===== src/rtl/cpu_dbg_pkg.sv =====
// Shared definitions for the CPU step monitor: default parameters,
// step FSM encoding and the special display selector codes.
package cpu_dbg_pkg;

  localparam int DEF_DATA_W     = 32;
  localparam int DEF_NUM_CH     = 2;
  localparam int DEF_DEB_CYCLES = 20000;
  localparam int DEF_RUN_DIV    = 50000000;

  typedef enum logic [1:0] {
    ST_IDLE     = 2'd0,
    ST_PULSE    = 2'd1,
    ST_WAIT_REL = 2'd2
  } step_state_e;

  // Selector code that shows the captured flags.
  function automatic int sel_flags_code(input int nbytes);
    return nbytes;
  endfunction

  // Selector code that shows the low byte of the step counter.
  function automatic int sel_count_code(input int nbytes);
    return nbytes + 1;
  endfunction

endpackage


===== src/rtl/btn_debounce.sv =====
// Two-flop synchroniser followed by a stability counter for a raw pushbutton.
// The accepted level resets to "pressed" so that a button already held when
// reset is released is never mistaken for a fresh press.
module btn_debounce
  import cpu_dbg_pkg::*;
#(
  parameter int DEB_CYCLES = DEF_DEB_CYCLES
) (
  input  logic clk,
  input  logic rst_n,
  input  logic btn_raw,
  output logic level
);

  localparam int CNT_W = (DEB_CYCLES > 1) ? $clog2(DEB_CYCLES) : 1;
  localparam logic [CNT_W-1:0] CNT_LAST = CNT_W'(DEB_CYCLES - 1);

  logic             sync1_q, sync2_q;
  logic [CNT_W-1:0] cnt_q, cnt_d;
  logic             level_q, level_d;

  // Count consecutive samples that disagree with the accepted level.
  always_comb begin
    cnt_d   = cnt_q;
    level_d = level_q;
    if (sync2_q == level_q) begin
      cnt_d = '0;
    end else if (cnt_q == CNT_LAST) begin
      level_d = sync2_q;
      cnt_d   = '0;
    end else begin
      cnt_d = cnt_q + 1'b1;
    end
  end

  // Synchroniser, counter and accepted level registers.
  always_ff @(posedge clk or negedge rst_n) begin
    if (!rst_n) begin
      sync1_q <= 1'b0;
      sync2_q <= 1'b0;
      cnt_q   <= '0;
      level_q <= 1'b1;
    end else begin
      sync1_q <= btn_raw;
      sync2_q <= sync1_q;
      cnt_q   <= cnt_d;
      level_q <= level_d;
    end
  end

  assign level = level_q;

endmodule


===== src/rtl/cpu_step_monitor.sv =====
// Debug front-end for a soft CPU: issues single-step or free-running
// clock-enable pulses, counts them, snapshots the CPU results after each
// step and shows a selectable byte of that snapshot on the LEDs.
module cpu_step_monitor
  import cpu_dbg_pkg::*;
#(
  parameter  int DATA_W     = DEF_DATA_W,
  parameter  int NUM_CH     = DEF_NUM_CH,
  parameter  int DEB_CYCLES = DEF_DEB_CYCLES,
  parameter  int RUN_DIV    = DEF_RUN_DIV,
  localparam int NBYTES     = NUM_CH * DATA_W / 8,
  localparam int SEL_W      = $clog2(NBYTES + 2)
) (
  input  logic                     clka,
  input  logic                     rsta,
  input  logic                     step_btn,
  input  logic                     run_mode,
  input  logic [NUM_CH*DATA_W-1:0] ch_data,
  input  logic                     zfa,
  input  logic                     ofa,
  input  logic [SEL_W-1:0]         sela,
  output logic                     cpu_step,
  output logic [15:0]              step_cnt,
  output logic [7:0]               LED
);

  localparam int DIV_W = (RUN_DIV > 1) ? $clog2(RUN_DIV) : 1;
  localparam logic [DIV_W-1:0] DIV_LAST = DIV_W'(RUN_DIV - 1);
  localparam int TBL_N = 2 ** SEL_W;

  logic                     deb_level;
  step_state_e              state_q, state_d;
  logic                     deb_prev_q;
  logic                     mode_q;
  logic [DIV_W-1:0]         div_q, div_d;
  logic [15:0]              cnt_q, cnt_d;
  logic                     snap_q;
  logic [NUM_CH*DATA_W-1:0] hold_q, hold_d;
  logic                     zf_hold_q, zf_hold_d;
  logic                     of_hold_q, of_hold_d;
  logic [7:0]               led_q, led_d;
  logic                     mode_chg, rise, step_now;
  logic [7:0]               byte_tbl [TBL_N];

  btn_debounce #(
    .DEB_CYCLES(DEB_CYCLES)
  ) u_deb (
    .clk    (clka),
    .rst_n  (rsta),
    .btn_raw(step_btn),
    .level  (deb_level)
  );

  assign mode_chg = (run_mode != mode_q);
  assign rise     = deb_level & ~deb_prev_q;
  // A step comes either from the single-step FSM or the free-run divider.
  assign step_now = (state_q == ST_PULSE) | (mode_q & (div_q == DIV_LAST));

  // Step FSM and free-run divider; a mode change parks both for one cycle.
  always_comb begin
    state_d = state_q;
    div_d   = '0;
    if (mode_chg) begin
      state_d = ST_IDLE;
    end else if (mode_q) begin
      state_d = ST_IDLE;
      div_d   = (div_q == DIV_LAST) ? '0 : div_q + 1'b1;
    end else begin
      case (state_q)
        ST_IDLE:     if (rise) state_d = ST_PULSE;
        ST_PULSE:    state_d = ST_WAIT_REL;
        ST_WAIT_REL: if (!deb_level) state_d = ST_IDLE;
        default:     state_d = ST_IDLE;
      endcase
    end
  end

  // Step counter and result snapshot taken the cycle after each step.
  always_comb begin
    cnt_d     = cnt_q + 16'(step_now);
    hold_d    = hold_q;
    zf_hold_d = zf_hold_q;
    of_hold_d = of_hold_q;
    if (snap_q) begin
      hold_d    = ch_data;
      zf_hold_d = zfa;
      of_hold_d = ofa;
    end
  end

  // Every selector code maps to a byte; unused codes read as zero.
  generate
    for (genvar gi = 0; gi < TBL_N; gi++) begin : g_tbl
      if (gi < NBYTES) begin : g_byte
        assign byte_tbl[gi] = hold_q[gi*8 +: 8];
      end else if (gi == sel_flags_code(NBYTES)) begin : g_flags
        assign byte_tbl[gi] = {6'b0, of_hold_q, zf_hold_q};
      end else if (gi == sel_count_code(NBYTES)) begin : g_count
        assign byte_tbl[gi] = cnt_q[7:0];
      end else begin : g_zero
        assign byte_tbl[gi] = 8'h00;
      end
    end
  endgenerate

  // Display byte selection.
  always_comb begin
    led_d = byte_tbl[sela];
  end

  // All monitor state registers.
  always_ff @(posedge clka or negedge rsta) begin
    if (!rsta) begin
      state_q    <= ST_IDLE;
      deb_prev_q <= 1'b1;
      mode_q     <= 1'b0;
      div_q      <= '0;
      cnt_q      <= '0;
      snap_q     <= 1'b0;
      hold_q     <= '0;
      zf_hold_q  <= 1'b0;
      of_hold_q  <= 1'b0;
      led_q      <= 8'h00;
    end else begin
      state_q    <= state_d;
      deb_prev_q <= deb_level;
      mode_q     <= run_mode;
      div_q      <= div_d;
      cnt_q      <= cnt_d;
      snap_q     <= step_now;
      hold_q     <= hold_d;
      zf_hold_q  <= zf_hold_d;
      of_hold_q  <= of_hold_d;
      led_q      <= led_d;
    end
  end

  assign cpu_step = step_now;
  assign step_cnt = cnt_q;
  assign LED      = led_q;

endmodule


===== config.mk =====
export PLATFORM = sky130hd
export DESIGN_NAME = cpu_step_monitor
export DESIGN_NICKNAME = d
export VERILOG_FILES = /design/src/rtl/cpu_dbg_pkg.sv /design/src/rtl/btn_debounce.sv /design/src/rtl/cpu_step_monitor.sv
export SDC_FILE = /design/constraint.sdc
export NUM_CORES = 1
export LEC_CHECK = 0
export ABC_AREA = 1
export CORE_MARGIN = 3
export CORE_UTILIZATION = 40
export DETAILED_ROUTE_END_ITERATION = 10
export MAX_ROUTING_LAYER = met4
export PLACE_DENSITY_LB_ADDON = 0.15
export SLEW_MARGIN = 10
export SYNTH_ARGS = -nofsm -noshare
export SYNTH_HDL_FRONTEND = slang
export SYNTH_HIERARCHICAL = 1
export SYNTH_SLANG_ARGS = --single-unit

===== constraint.sdc =====
create_clock -name clka -period 2.9 [get_ports clka]
set_clock_uncertainty 0.2 [all_clocks]
set_input_delay 0.58 -clock clka [delete_from_list [all_inputs] [get_ports clka]]
set_output_delay 0.58 -clock clka [all_outputs]
set_load 0.02 [all_outputs]

* Word-level counts from Yosys, hierarchy flattened
Index checks and enable logic that the tools add are counted.
** Storage, ports and cells
- Input port bits :: 74
- Register bits :: 139
- Word-level logic and storage cells :: 48
- Output and inout port bits :: 25
** Operators by class
- Magnitude comparators :: 1
- Equal/unequal tests :: 8
- Mux-type cells :: 13
- Add/subtract/negate cells :: 3
- Bitwise gates (word level) :: 6
- Reduce and logical (&&, ||, !) cells :: 3
** Operators with widths (count)
- $mux 26 :: 3
- $bmux 8 s4 :: 1
- $mux 15 :: 2
- $add 26x1->26 const B :: 1
- $eq 26x26->1 const B :: 1
- $add 16x1->16 :: 1
- $mux 8 :: 2
- $add 15x1->15 const B :: 1
- $eq 15x15->1 const B :: 1
- $mux 2 :: 4
- $ne 4x4->1 const B :: 2
- $pmux 2 s3 :: 1
- $ge 5x5->1 const B :: 1
- $not 4->5 :: 1
- $reduce_and 2->1 :: 2
- $and 1x1->1 :: 2
- $eq 2x1->1 const B :: 1
- $eq 2x2->1 const B :: 1
- $logic_not 2->1 :: 1
- $not 1->1 :: 2
- $eq 1x1->1 :: 1
- $ne 1x1->1 :: 1
- $or 1x1->1 :: 1

* Depth between registers and ports, before layout
- Depth in word-level cells :: 6
- Gate-level depth with buffers :: 14
- Mapped depth without buffers :: 14

* Hierarchy
The synthesis kept the hierarchy.
** Modules (own cells, without submodules)
- cpu_step_monitor :: cells each 656, seq. area each 3029.2 µm², area an instance 5788.1 µm², times used 1
- btn_debounce :: cells each 110, seq. area each 451.7 µm², area an instance 929.6 µm², times used 1

* Least setup slack after synthesis
OpenSTA, ideal clock, no wires.
- Kind :: reg-to-reg
- From :: register div_q[0]
- To :: register cnt_q[14] (netlist: step_cnt[14])
- Arrival :: 2.727 ns
- Clock period less this slack :: 3.057 ns
- Stages on the path, launching flop included :: 15
- Library setup time :: 0.129 ns
- Slack :: -0.157 ns
- Required time :: 2.571 ns
- Path buffers :: 0
- Cells stage by stage :: dfrtp_1 > ha_1 > nand2_1 > nor2_1 > and3_1 > nand2_1 > o21ai_0 > ha_1 > ha_1 > nand2_1 > nor2_2 > nand3_1 > nor2_2 > nand2_1 > xnor2_1
** On the way
- Longest elaborated chain between the ends :: 4
** Ends and longest elaborated chain
- start, declared :: RTL line cpu_step_monitor.sv:35 : logic [DIV_W-1:0] div_q, div_d;
- start signal, assigned :: RTL line cpu_step_monitor.sv:128 : div_q <= div_d;
- $eq 26x26->1 :: RTL line cpu_step_monitor.sv:57 : assign step_now = (state_q == ST_PULSE) | (mode_q & (div_q == DIV_LAST));
- $and 1x1->1 :: RTL line cpu_step_monitor.sv:57
- $or 1x1->1 :: RTL line cpu_step_monitor.sv:57
- named net cpu_step :: RTL line cpu_step_monitor.sv:22 : output logic cpu_step,
- $add 16x1->16 :: RTL line cpu_step_monitor.sv:80 : cnt_d = cnt_q + 16'(step_now);
- named net cnt_d[14] :: RTL line cpu_step_monitor.sv:36 : logic [15:0] cnt_q, cnt_d;
- end signal, assigned :: RTL line cpu_step_monitor.sv:129 : cnt_q <= cnt_d;
- end, declared :: RTL line cpu_step_monitor.sv:36
The timed path passes the listed nets, and every way through them passes these cells.
A chain may end at the register's enable or synchronous reset.

* Worst setup path after layout
- From :: register div_q[1]
- To :: output cpu_step
** On the way
- Longest elaborated chain between the ends :: 3
** Ends and longest elaborated chain (RTL line)
- $eq 26x26->1 :: cpu_step_monitor.sv:57
- $and 1x1->1 :: cpu_step_monitor.sv:57
- $or 1x1->1 :: cpu_step_monitor.sv:57
- end, declared :: cpu_step_monitor.sv:22
No other way between the ends.

==> results.md <==
* Filler cell count in the final layout at roughly 1,500
* Gpl congestion at 0.952
* MaxCap Viol Count at 0
* Multi-input gate area at 0.00282 mm2
* H-tree depth at 4
* Vias after detailed routing at 5,453
* PwrDens at roughly 650 mW/mm2
* Initial DRT Pass Iterations at 5
* Reg-to-reg startpoint: div_q[1]
* Setup crit start: div_q[1]
* Placed cells at about 1,100
* RSZ-0062 raised after global routing: false
* Synth Warn # at 6
* Synth Cell Area at 0.00672 mm2
* Setup TNS at 0 ns
* Leading cell types in the layout, fill and taps excluded: nand2_1 (164), dfrtp_1 (136), nor2_1 (98), clkdlybuf4s50_1 (95), inv_1 (76)
* Number of flops mapped to enable cells by yosys at 0
* Commonest non-fill, non-tap cell in the layout: nand2_1
* CTS root buf: clkbuf_16
* Die height at 136 um
* Mux contribution to synthesized area at 0.0536
* Post-route ant nets at 0
* Setup CP Type: reg2out
* Compound-cell area share of the yosys netlist at 0.0864
* Largest net degree at the start of global routing at 101
* Mean post-synth cell area at 8.77 um2
* Syn_nets at 845
* CTS tree: built
* Ratio of cells with drive above 1 in the final layout at 0.129
* Final wirelength at 16.4 mm
* Worst Setup Start Kind: flip-flop
* Register area at 0.00348 mm2
* Layout Nets at between 900 and 1,000
* Slew HR at 0.670
* DR WL/cell at between 10 and 15 um
* P_leak at 3.69 nW
* Width of the chip at 136 um
* Ports at 99
* Max Freq at 365 MHz
* CP Capture Type: primary output
* Vias/cell at between 4 and 5
* Seq/Total Area, Yosys at 0.518
* Grt ovf at 0
* Effective utilization at floorplan at 0.415
* Final worst path period share at 0.945
* Synth Area in Simple Gates at 0.229
* Longest Clk Path Bufs at 2
* Synth Instances at 766
* Die area at approximately 0.018 mm2
* Final worst slack at 0.160 ns
* GRT Resource Usage Total at 0.194
* Vias in the first global route at 5,442
* Endpoints failing setup at 0
* Hpwl dp at 11.8 mm
* Core Area at 0.0162 mm2
* Initial antenna violation count at 0
* Worst slack at placement at 0.174 ns
* Row count at 46
* Port bufs at 98
* Status: finished clean
* CTS sink cnt at 139
* Fin cells at 1,102
* Drc violations at 0
* Yosys cell types at 35
* Clock transition at path regs at 0.05 ns
* Global-route wire length before repair at 27.3 mm
* Data arrival, critical path at 1.96 ns
* Synth Area in Adders at 0.00931
* Drt first-iter violations at 428
* Post-synth ARST share at 1.00
* Hold wc startpoint: u_deb/sync1_q
* Largest family of logic cells by synthesized area: simple AND/OR/NAND/NOR gates
* Yosys reg bits at 139
* Antenna cells at 0
* Area Overhead vs Synth at 28.1%
* Critical Path RT at ~2.1 ns
* Number of buffers created by CTS at 17
* Tightest Hold Check Type: reg2reg
* Actual slew at the worst max-slew pin at 0.493 ns
* Maximum VDD drop at 0.480 mV
* Tmin final at 2.74 ns
* Final hold vios at 0
* Max-slew violations at 0
* Worst Path Max Fanout at 2
* XOR/XNOR Fraction of Synth Area at 0.0415
* Clk_lat worst skew at 0.42 ns
* Predominant post-synthesis flop cell: dfrtp_1
==> per-stage QoR <==
| step | util | total power [mW] | hold slack (ns) | cell area, um2 |
|---|---|---|---|---|
| 6_report | 0.532 | 5.57 | 0.149 | 8600 |
| 3_5_place_dp | 0.492 | 3.32 | 0.140 | 7960 |
| 3_3_place_gp | 0.492 | 3.29 | 0.138 | 7960 |
| 2_1_floorplan | - | 2.90 | 0.0844 | 6720 |
| 4_1_cts | 0.531 | 5.63 | 0.152 | 8600 |
| 5_1_grt | 0.532 | 5.85 | 0.157 | 8600 |
==> path summary, 6_finish.rpt <==
path	slack, ns	depth (start not counted)	end
min in group asynchronous	0.44	2	hold_q[42]
worst max register to register	0.24	15	step_cnt[14]
worst min register to register	0.15	0	u_deb/sync2_q
worst max-delay path	0.16	7	cpu_step
worst min-delay path	0.15	0	u_deb/sync2_q
max in group asynchronous	1.34	3	div_q[18]
==> registers in the layout, indices dropped and copies added, names as in the netlist <==
signal / count
LED: 8
deb_prev_q: 1
div_q: 26
hold_q: 64
mode_q: 1
of_hold_q: 1
snap_q: 1
state_q: 2
step_cnt: 16
u_deb/cnt_q: 15
u_deb/level: 1
u_deb/sync1_q: 1
u_deb/sync2_q: 1
zf_hold_q: 1
==> cells by family after synthesis <==
kind of cell / count (synthesis)
AOI/OAI and AO/OA: 106
xor gates and xnor gates: 31
adders and majority gates: 5
buffers and inverters: 102
DFF: 139
muxes: 32
and+or+nand+nor: 351
==> routing by layer <==
layer,up-vias,GRT usage,part of all wire
met5,-,-,0
met4,0,0.0566,0.012
met3,15,0.0371,0.046
met2,138,0.309,0.49
met1,2627,0.256,0.46
li1,2673,-,-
==> layout make-up <==
class | instances | area share
Timing Repair Buffer | 112 | 0.129
Clock inverter | 11 | 0.0195
Clock buffer | 21 | 0.0535
Multi-Input combinational cell | 525 | 0.328
Sequential cell | 139 | 0.405
Tap cell | 216 | 0.0314
Inverter | 78 | 0.0340
==> synth_stat cells (2+ instances only) <==
master    instances  share of area
xor2_1           17          0.022
nor3b_1           2         0.0022
nor2_1           98          0.055
dfstp_2           2         0.0078
inv_2             2         0.0011
and2_1            2         0.0019
nor2_2           11          0.010
nand4_1           9         0.0084
nor2_4            7          0.012
dfrtp_1         137           0.51
nand3_1          45          0.034
mux2_2           32          0.054
o211ai_1          9          0.010
clkbuf_1          9         0.0050
o21bai_1          5         0.0056
xnor2_1          13          0.017
nand2_2           8         0.0075
a21oi_1          26          0.019
o21ai_0          62          0.046
buf_6             2         0.0034
nand2_4           2         0.0034
buf_2            11         0.0082
nand2_1         164          0.092
ha_1              5         0.0093
inv_1            76          0.042
==> power breakdown <==
group | internal [mW] | switching [mW]
Sequential | 2.26 | 0.154
Combinational | 0.414 | 0.449
Clock | 1.48 | 0.811
==> worst max-delay path, cell delays in order (launching register included) <==
cell	delay (ns)
dfrtp_1	0.36
ha_1	0.17
nand2_1	0.06
nor2_1	0.13
and3_1	0.17
nand2_1	0.09
o21ai_1	0.20
dlygate4sd2_1	0.36
==> what timing repair did <==
action | 4_1_cts | 5_1_grt
hold endpoints to repair | 41 | 0
gates resized for setup | 1 | 0
endpoints found under the setup margin | 1 | 3
hold buffers | 1 | 0
buffers inserted | 0 | 1
Note: power is estimated with default switching activity, not from simulation.
